==> config.mk <==
export PLATFORM = sky130hd
export DESIGN_NAME = path_readout_controller
export DESIGN_NICKNAME = d
export VERILOG_FILES = /design/src/rtl/path_readout_controller.sv
export SDC_FILE = /design/constraint.sdc
export NUM_CORES = 1
export LEC_CHECK = 0
export ABC_AREA = 1
export ABC_CLOCK_PERIOD_IN_PS = 2830
export CORE_MARGIN = 3
export CORE_UTILIZATION = 53
export CTS_CLUSTER_SIZE = 25
export DETAILED_ROUTE_END_ITERATION = 10
export GPL_TIMING_DRIVEN = 0
export PLACE_DENSITY_LB_ADDON = 0.12
export RECOVER_POWER = 100
export SYNTH_ARGS = -nofsm -noshare
export SYNTH_HDL_FRONTEND = slang
export SYNTH_SLANG_ARGS = --single-unit
==> constraint.sdc <==
create_clock -name clk -period 2.83 [get_ports clk]
set_input_delay 0.566 -clock clk [delete_from_list [all_inputs] [get_ports clk]]
set_output_delay 0.566 -clock clk [all_outputs]
set_load 0.05 [all_outputs]
==> src/rtl/path_readout_controller.sv <==
// Polls the CPU status word, then reads the finished path back node by node onto a valid/ready
// stream. Optional `PATH_CHECK_EN adds SP/EP ports and end-point checking of the path.
module path_readout_controller #(
  parameter logic [31:0] STATUS_ADR  = 32'h0200_0008,
  parameter logic [31:0] PATH_BASE   = 32'h0200_0010,
  parameter int unsigned MAX_NODES   = 32,
  parameter int unsigned POLL_GAP    = 16,
  parameter int unsigned TIMEOUT_CYC = 1000000
) (
  input  logic        clk,
  input  logic        reset,
  input  logic        start,
  input  logic [31:0] Ext_ReadData,
`ifdef PATH_CHECK_EN
  input  logic [4:0]  SP,
  input  logic [4:0]  EP,
`endif
  output logic [31:0] Ext_DataAdr,
  output logic        Ext_MemWrite,
  output logic        bus_req,
  output logic [4:0]  node,
  output logic        node_valid,
  input  logic        node_ready,
  output logic [5:0]  path_len,
  output logic        path_done,
  output logic        path_err
);

  localparam int unsigned TmoW = ($clog2(TIMEOUT_CYC + 1) > 20) ? $clog2(TIMEOUT_CYC + 1) : 20;
  localparam int unsigned GapW = (POLL_GAP > 1) ? $clog2(POLL_GAP) : 1;

  localparam logic [3:0] StIdle     = 4'd0;
  localparam logic [3:0] StPollAdr  = 4'd1;
  localparam logic [3:0] StPollWait = 4'd2;
  localparam logic [3:0] StGap      = 4'd3;
  localparam logic [3:0] StReadAdr  = 4'd4;
  localparam logic [3:0] StReadWait = 4'd5;
  localparam logic [3:0] StOutput   = 4'd6;
  localparam logic [3:0] StDone     = 4'd7;
  localparam logic [3:0] StErr      = 4'd8;

  logic [3:0]      state_q, state_d;
  logic [TmoW-1:0] tmo_q, tmo_d;
  logic [GapW-1:0] gap_q, gap_d;
  logic [5:0]      idx_q, idx_d;
  logic [5:0]      path_len_q, path_len_d;
  logic [4:0]      node_q, node_d;
  logic            node_valid_q, node_valid_d;
  logic            chk_fail_q, chk_fail_d;
  logic            tmo_hit;
  logic            last_node;

  assign tmo_hit   = (tmo_q == TmoW'(TIMEOUT_CYC - 1));
  assign last_node = ((idx_q + 6'd1) == path_len_q);

  always_comb begin
    state_d      = state_q;
    tmo_d        = tmo_q;
    gap_d        = gap_q;
    idx_d        = idx_q;
    path_len_d   = path_len_q;
    node_d       = node_q;
    node_valid_d = node_valid_q;
    chk_fail_d   = chk_fail_q;

    case (state_q)
      StIdle, StDone, StErr: begin
        if (start) begin
          state_d    = StPollAdr;
          tmo_d      = '0;
          gap_d      = '0;
          idx_d      = '0;
          path_len_d = '0;
          chk_fail_d = 1'b0;
        end
      end
      StPollAdr: begin
        tmo_d   = tmo_q + TmoW'(1);
        state_d = tmo_hit ? StErr : StPollWait;
      end
      StPollWait: begin
        tmo_d = tmo_q + TmoW'(1);
        // Timeout wins over a status word arriving in the same cycle.
        if (tmo_hit) begin
          state_d = StErr;
        end else if (Ext_ReadData == 32'd0) begin
          state_d = StGap;
          gap_d   = '0;
        end else if (Ext_ReadData <= 32'(MAX_NODES)) begin
          path_len_d = Ext_ReadData[5:0];
          state_d    = StReadAdr;
        end else begin
          state_d = StErr;
        end
      end
      StGap: begin
        tmo_d = tmo_q + TmoW'(1);
        if (tmo_hit) begin
          state_d = StErr;
        end else if (gap_q == GapW'(POLL_GAP - 1)) begin
          state_d = StPollAdr;
        end else begin
          gap_d = gap_q + GapW'(1);
        end
      end
      StReadAdr: begin
        state_d = StReadWait;
      end
      StReadWait: begin
        node_d       = Ext_ReadData[4:0];
        node_valid_d = 1'b1;
        state_d      = StOutput;
`ifdef PATH_CHECK_EN
        if ((idx_q == 6'd0 && Ext_ReadData[4:0] != SP) ||
            (last_node && Ext_ReadData[4:0] != EP)) begin
          chk_fail_d = 1'b1;
        end
`endif
      end
      StOutput: begin
        if (node_ready) begin
          node_valid_d = 1'b0;
          idx_d        = idx_q + 6'd1;
          if (last_node) begin
            state_d = chk_fail_q ? StErr : StDone;
          end else begin
            state_d = StReadAdr;
          end
        end
      end
      default: state_d = StIdle;
    endcase
  end

  always_ff @(posedge clk or posedge reset) begin
    if (reset) begin
      state_q      <= StIdle;
      tmo_q        <= '0;
      gap_q        <= '0;
      idx_q        <= '0;
      path_len_q   <= '0;
      node_q       <= '0;
      node_valid_q <= 1'b0;
      chk_fail_q   <= 1'b0;
    end else begin
      state_q      <= state_d;
      tmo_q        <= tmo_d;
      gap_q        <= gap_d;
      idx_q        <= idx_d;
      path_len_q   <= path_len_d;
      node_q       <= node_d;
      node_valid_q <= node_valid_d;
      chk_fail_q   <= chk_fail_d;
    end
  end

  always_comb begin
    Ext_DataAdr = 32'd0;
    bus_req     = 1'b0;
    if (state_q == StPollAdr) begin
      Ext_DataAdr = STATUS_ADR;
      bus_req     = 1'b1;
    end else if (state_q == StReadAdr) begin
      Ext_DataAdr = PATH_BASE + {24'd0, idx_q, 2'b00};
      bus_req     = 1'b1;
    end
  end

  assign Ext_MemWrite = 1'b0;
  assign node         = node_q;
  assign node_valid   = node_valid_q;
  assign path_len     = path_len_q;
  assign path_done    = (state_q == StDone);
  assign path_err     = (state_q == StErr);

endmodule

==> Word-level counts from Yosys, hierarchy flattened <==
Cells that the tools add are included.
{ "op_classes": {"n_addsub": 4, "order_cmp": 1, "n_eq_ne": 20, "mux": 31, "n_reduce_logical": 15} }
{ "op_table": {"columns": ["cell", "n"], "rows": [
  ["$mux W27", 2],
  ["$mux W4", 13],
  ["$pmux W20 S2", 1],
  ["$le A32 B6 Y1 const B", 1],
  ["$logic_not A32 Y1", 1],
  ["$mux W6", 5],
  ["$pmux W4 S7", 1],
  ["$add A26 B8 Y27 const A", 1],
  ["$pmux W6 S2", 2],
  ["$add A20 B1 Y20 const B", 1],
  ["$eq A20 B20 Y1 const B", 1],
  ["$mux W20", 1],
  ["$eq A4 B3 Y1 const B", 4],
  ["$ne A2 B2 Y1 const B", 8],
  ["$pmux W4 S3", 1],
  ["$eq A4 B2 Y1 const B", 2],
  ["$eq A4 B4 Y1 const B", 2],
  ["$reduce_bool A2 Y1", 4],
  ["$add A6 B1 Y6 const B", 1],
  ["$eq A6 B6 Y1", 1],
  ["$reduce_and A3 Y1", 2],
  ["$reduce_and A6 Y1", 1],
  ["$reduce_or A3 Y1", 2],
  ["$reduce_and A5 Y1", 1],
  ["other kinds (9)", 12]
]} }
{ "totals": {"ff_bits": 46, "inputBits": 36, "out_inout_bits": 48, "elab_cells": 78} }

==> Longest topological paths before layout <==
{ "logic_depth": {"word_depth": 5, "mapped_depth": 11, "mapped_depth_nobuf": 11} }

==> Worst setup path after synthesis <==
No wires, ideal clock.
{ "synth_timing": {"path_kind": "register to output", "from": "reg state_q[3]", "to": "out Ext_DataAdr[7]", "arrival_time_ns": 1.961, "t_required_ns": 2.264, "setup_slack_ns": 0.303, "path_stages_with_launch": 6, "path_buffers": 0, "path_cell_list": "dfrtp_1 > inv_1 > nand2_1 > inv_1 > nand2_1 > nor3b_1"} }
{ "synth_between": {"elab_chain_len": 3, "elab_cells_between_ends": 4, "classes_between": "eq/ne (2); mux (2)"} }
{ "synth_lines": {"columns": ["element", "line_no", "rtl"], "rows": [
  ["start, declared", "42", "logic [3:0] state_q, state_d;"],
  ["start signal, assigned", "137", "state_q <= StIdle;"],
  ["start signal, assigned", "146", "state_q <= state_d;"],
  ["$eq A4 B3 Y1", "163", "end else if (state_q == StReadAdr) begin"],
  ["$mux W27", "163", null],
  ["$mux W27 *", "160", "if (state_q == StPollAdr) begin"],
  ["end, declared", "18", "output logic [31:0] Ext_DataAdr,"]
]} }
Every way passes the cells marked *; elsewhere a longest branch is shown, timed or not.

==> Worst setup path after layout <==
{ "layout_timing": {"from": "reg state_q[3]", "to": "out Ext_DataAdr[3]"} }
Same word-level chain as after synthesis.

==> summary.txt <==
Setup path
  – R2R Setup Slk: 510 ps
  – Required time of the critical path: 2260 ps
  – Crit start category: flop
  – R2R Path End: tmo_q[11]
  – R2R depth: 7
  – Crit path DAT: 2100 ps
  – Crit Reg-Reg Startpoint: state_q[1]
  – CP Capture Type: output pin
  – Crit-path max FO: 9
  – CP Class: reg2out

Die
  – I/O Pins: 84
  – FP Rows: 27
  – Placeable Area: 5710 µm²
  – Starting Density: 0.565
  – Full die area: 7060 µm²
  – Die Ht: 84.0 µm
  – Die W: 84.0 µm

Pwr
  – P per Cell Area: 625 nW/µm²
  – Static leakage: 0.00197 µW
  – Peak VDD IR: 0.000377 V

Global routing
  – First-pass GRT wire length: 13.0 mm
  – Initial antenna violation count: 0
  – Largest net degree at the start of global routing: 30
  – Vias in the first global route: 3027
  – Total GRT Usage: 0.217
  – Grt ovf: 0

Outcome
  – Status: complete, no violations

Synth
  – Area share of the largest cell type after synthesis: 0.357
  – Post-synth top area cell: dfrtp_1
  – Syn_area_per_cell: 6.56 µm²
  – EDFF count, synth: 0
  – Ys Warns: 0
  – Synth cell count leaders: nand2_1 (128), nor2_1 (86), inv_1 (65), dfrtp_1 (46), nand3_1 (43)
  – Predominant post-synthesis flop cell: dfrtp_1
  – Synth cell types: 31
  – Gate Count Post-Synth: 492
  – Most frequent cell after synthesis: nand2_1
  – Synth area leaders: dfrtp_1 (36%), nand2_1 (15%), nor2_1 (10%), inv_1 (7.6%), nand3_1 (6.7%)
  – Post-synthesis register bit count: 46
  – Sequential area share after synthesis: 0.357
  – Cell Area, Synth: 3230 µm²
  – Async SR Flop Fraction: 1.00

STA
  – Slew Limit Headroom: 0.381
  – Fin crit period: 2660 ps
  – Final Cycle Share: 0.941
  – Setup TNS: 0 ps
  – Hold slack: 472 ps
  – Final hold violation count: 0
  – Setup Viol. Count Final: 0
  – Fmax: 376 MHz
  – Max Clock Skew: 10.4 ps
  – Final slew viol count: 0
  – Worst-Margin Slew: 918 ps
  – RSZ-0062 raised after global routing: false

Final layout
  – NumNets Final: 622
  – Diode count: 0
  – Share of cells above drive strength 1: 0.0653
  – Layout area overhead: 23.8%
  – Filler cells: 512
  – Footprint of the multi-input gates: 1670 µm²
  – Reg area: 1150 µm²

Routing
  – Via count: 3335
  – Iteration-0 DRC Markers: 276
  – Wirelength per Cell: 11.8 µm
  – DR DRC count: 0
  – DR pass1 iterations: 4
  – Post-DR vias/cell: 5.10
  – Antenna Violating Nets Remaining: 0
  – Final wirelength: 7.69 mm

Clocking
  – Post-CTS Hold Fix Bufs: 0
  – Clock slew at reported path FFs: 90 ps
  – CTS Buffer Depth: 2
  – CTS tree: done
  – CTS Buf Count: 5
  – Clock sink count: 46
  – CTS root buffer: clkbuf_8
  – H-Tree Depth: 2
  – Worst-skew pair later-pin latency: 300 ps
  – Post-CTS Setup Inserts: 0

Worst hold path
  – Hold/Removal Path Class: reg2reg
  – Hold path depth: 2
  – Endpoint, Worst Hold: node_valid
  – Worst hold start: node_valid

Placed design
  – Hpwl dp: 6.05 mm
  – IO buf count: 58
  – Final Wtd Congestion: 0.902

Job
  – Max Cap Viol: 0
-- cell families after synthesis --
group / synth area share
flops: 0.357
fa+ha+maj: 0.0155
buf+inv: 0.144
other cells: 0.00116
compound gates: 0.0818
xor+xnor: 0.0163
simple gates: 0.385
-- cell usage in the layout (no fill, tap or decap), types with 2 or more instances in the layout --
cell and instances:
ha_1 4, a21oi_1 8, dlygate4sd3_1 15, o211ai_1 2
clkbuf_1 9, o21ai_0 28, inv_1 66, nand3_1 44
clkbuf_8 5, nor2_1 90, nand2_1 128, xnor2_1 2
buf_4 25, nand3b_1 2, clkinv_2 2, conb_1 25
dfrtp_1 46, nand4_1 12, o22ai_1 6, dlygate4sd2_1 3
clkdlybuf4s50_1 34, xor2_1 4, nor3_1 9, nor2_2 2
-- worst max-delay path: stages (launching register included) --
cell and delay (ps):
dfrtp_1 420, inv_1 80, nand2_1 100, inv_1 110
nand2_1 230, o21ai_0 290, dlygate4sd2_1 560
-- metal layers --
metal	wire length [µm]	track usage	vias up
met1	3440	0.289	1492
li1	-	-	1698
met3	534	0.0355	13
met4	97	0.0556	0
met2	3620	0.367	132
met5	0	0	-
-- registers in the layout (all words and copies together), names as in the netlist --
| register | flops |
|---|---|
| node_valid | 1 |
| tmo_q | 20 |
| idx_q | 6 |
| gap_q | 4 |
| node | 5 |
| path_len | 6 |
| state_q | 4 |
-- power breakdown --
part | internal (µW) | total, µW | switching [µW]
sequential | 754 | 858 | 104
combinational | 353 | 1240 | 889
clock | 166 | 393 | 227
-- metrics by stage --
step	total power (µW)	cells	setup WS [ps]	utilization	area, µm²
after floorplan	1810	516	303	-	3320
after global placement	2150	646	210	0.698	3990
after detailed placement	2190	647	233	0.702	4010
after CTS	2560	654	40.2	0.715	4080
after global routing	2660	654	78.0	0.699	3990
final	2490	654	168	0.699	3990
-- what timing repair did --
| action | CTS | global route |
|---|---|---|
| endpoints found under the setup margin | 3 | 6 |
| resized for setup | 3 | 6 |
| endpoints found under the hold margin | 0 | 0 |
-- area by class of cell --
type / instances / share of cell area
clock buffers: 5 / 0.0172
multi-input cells: 373 / 0.417
plain buffers: 29 / 0.0517
well taps: 72 / 0.0226
inverters: 68 / 0.0639
clock inverters: 2 / 0.00251
flip-flops and latches: 46 / 0.288
repair buffers: 59 / 0.136
-- how the worst max path moves through the flow --
stage	startpoint	to
4_1_cts	state_q[3]	Ext_DataAdr[4]
3_3_place_gp	reset	state_q[2]
5_1_grt	state_q[3]	Ext_DataAdr[7]
3_5_place_dp	state_q[3]	Ext_DataAdr[3]
2_1_floorplan	state_q[3]	Ext_DataAdr[7]
6_report	state_q[3]	Ext_DataAdr[3]
Note: power is estimated with default switching activity, not from simulation.
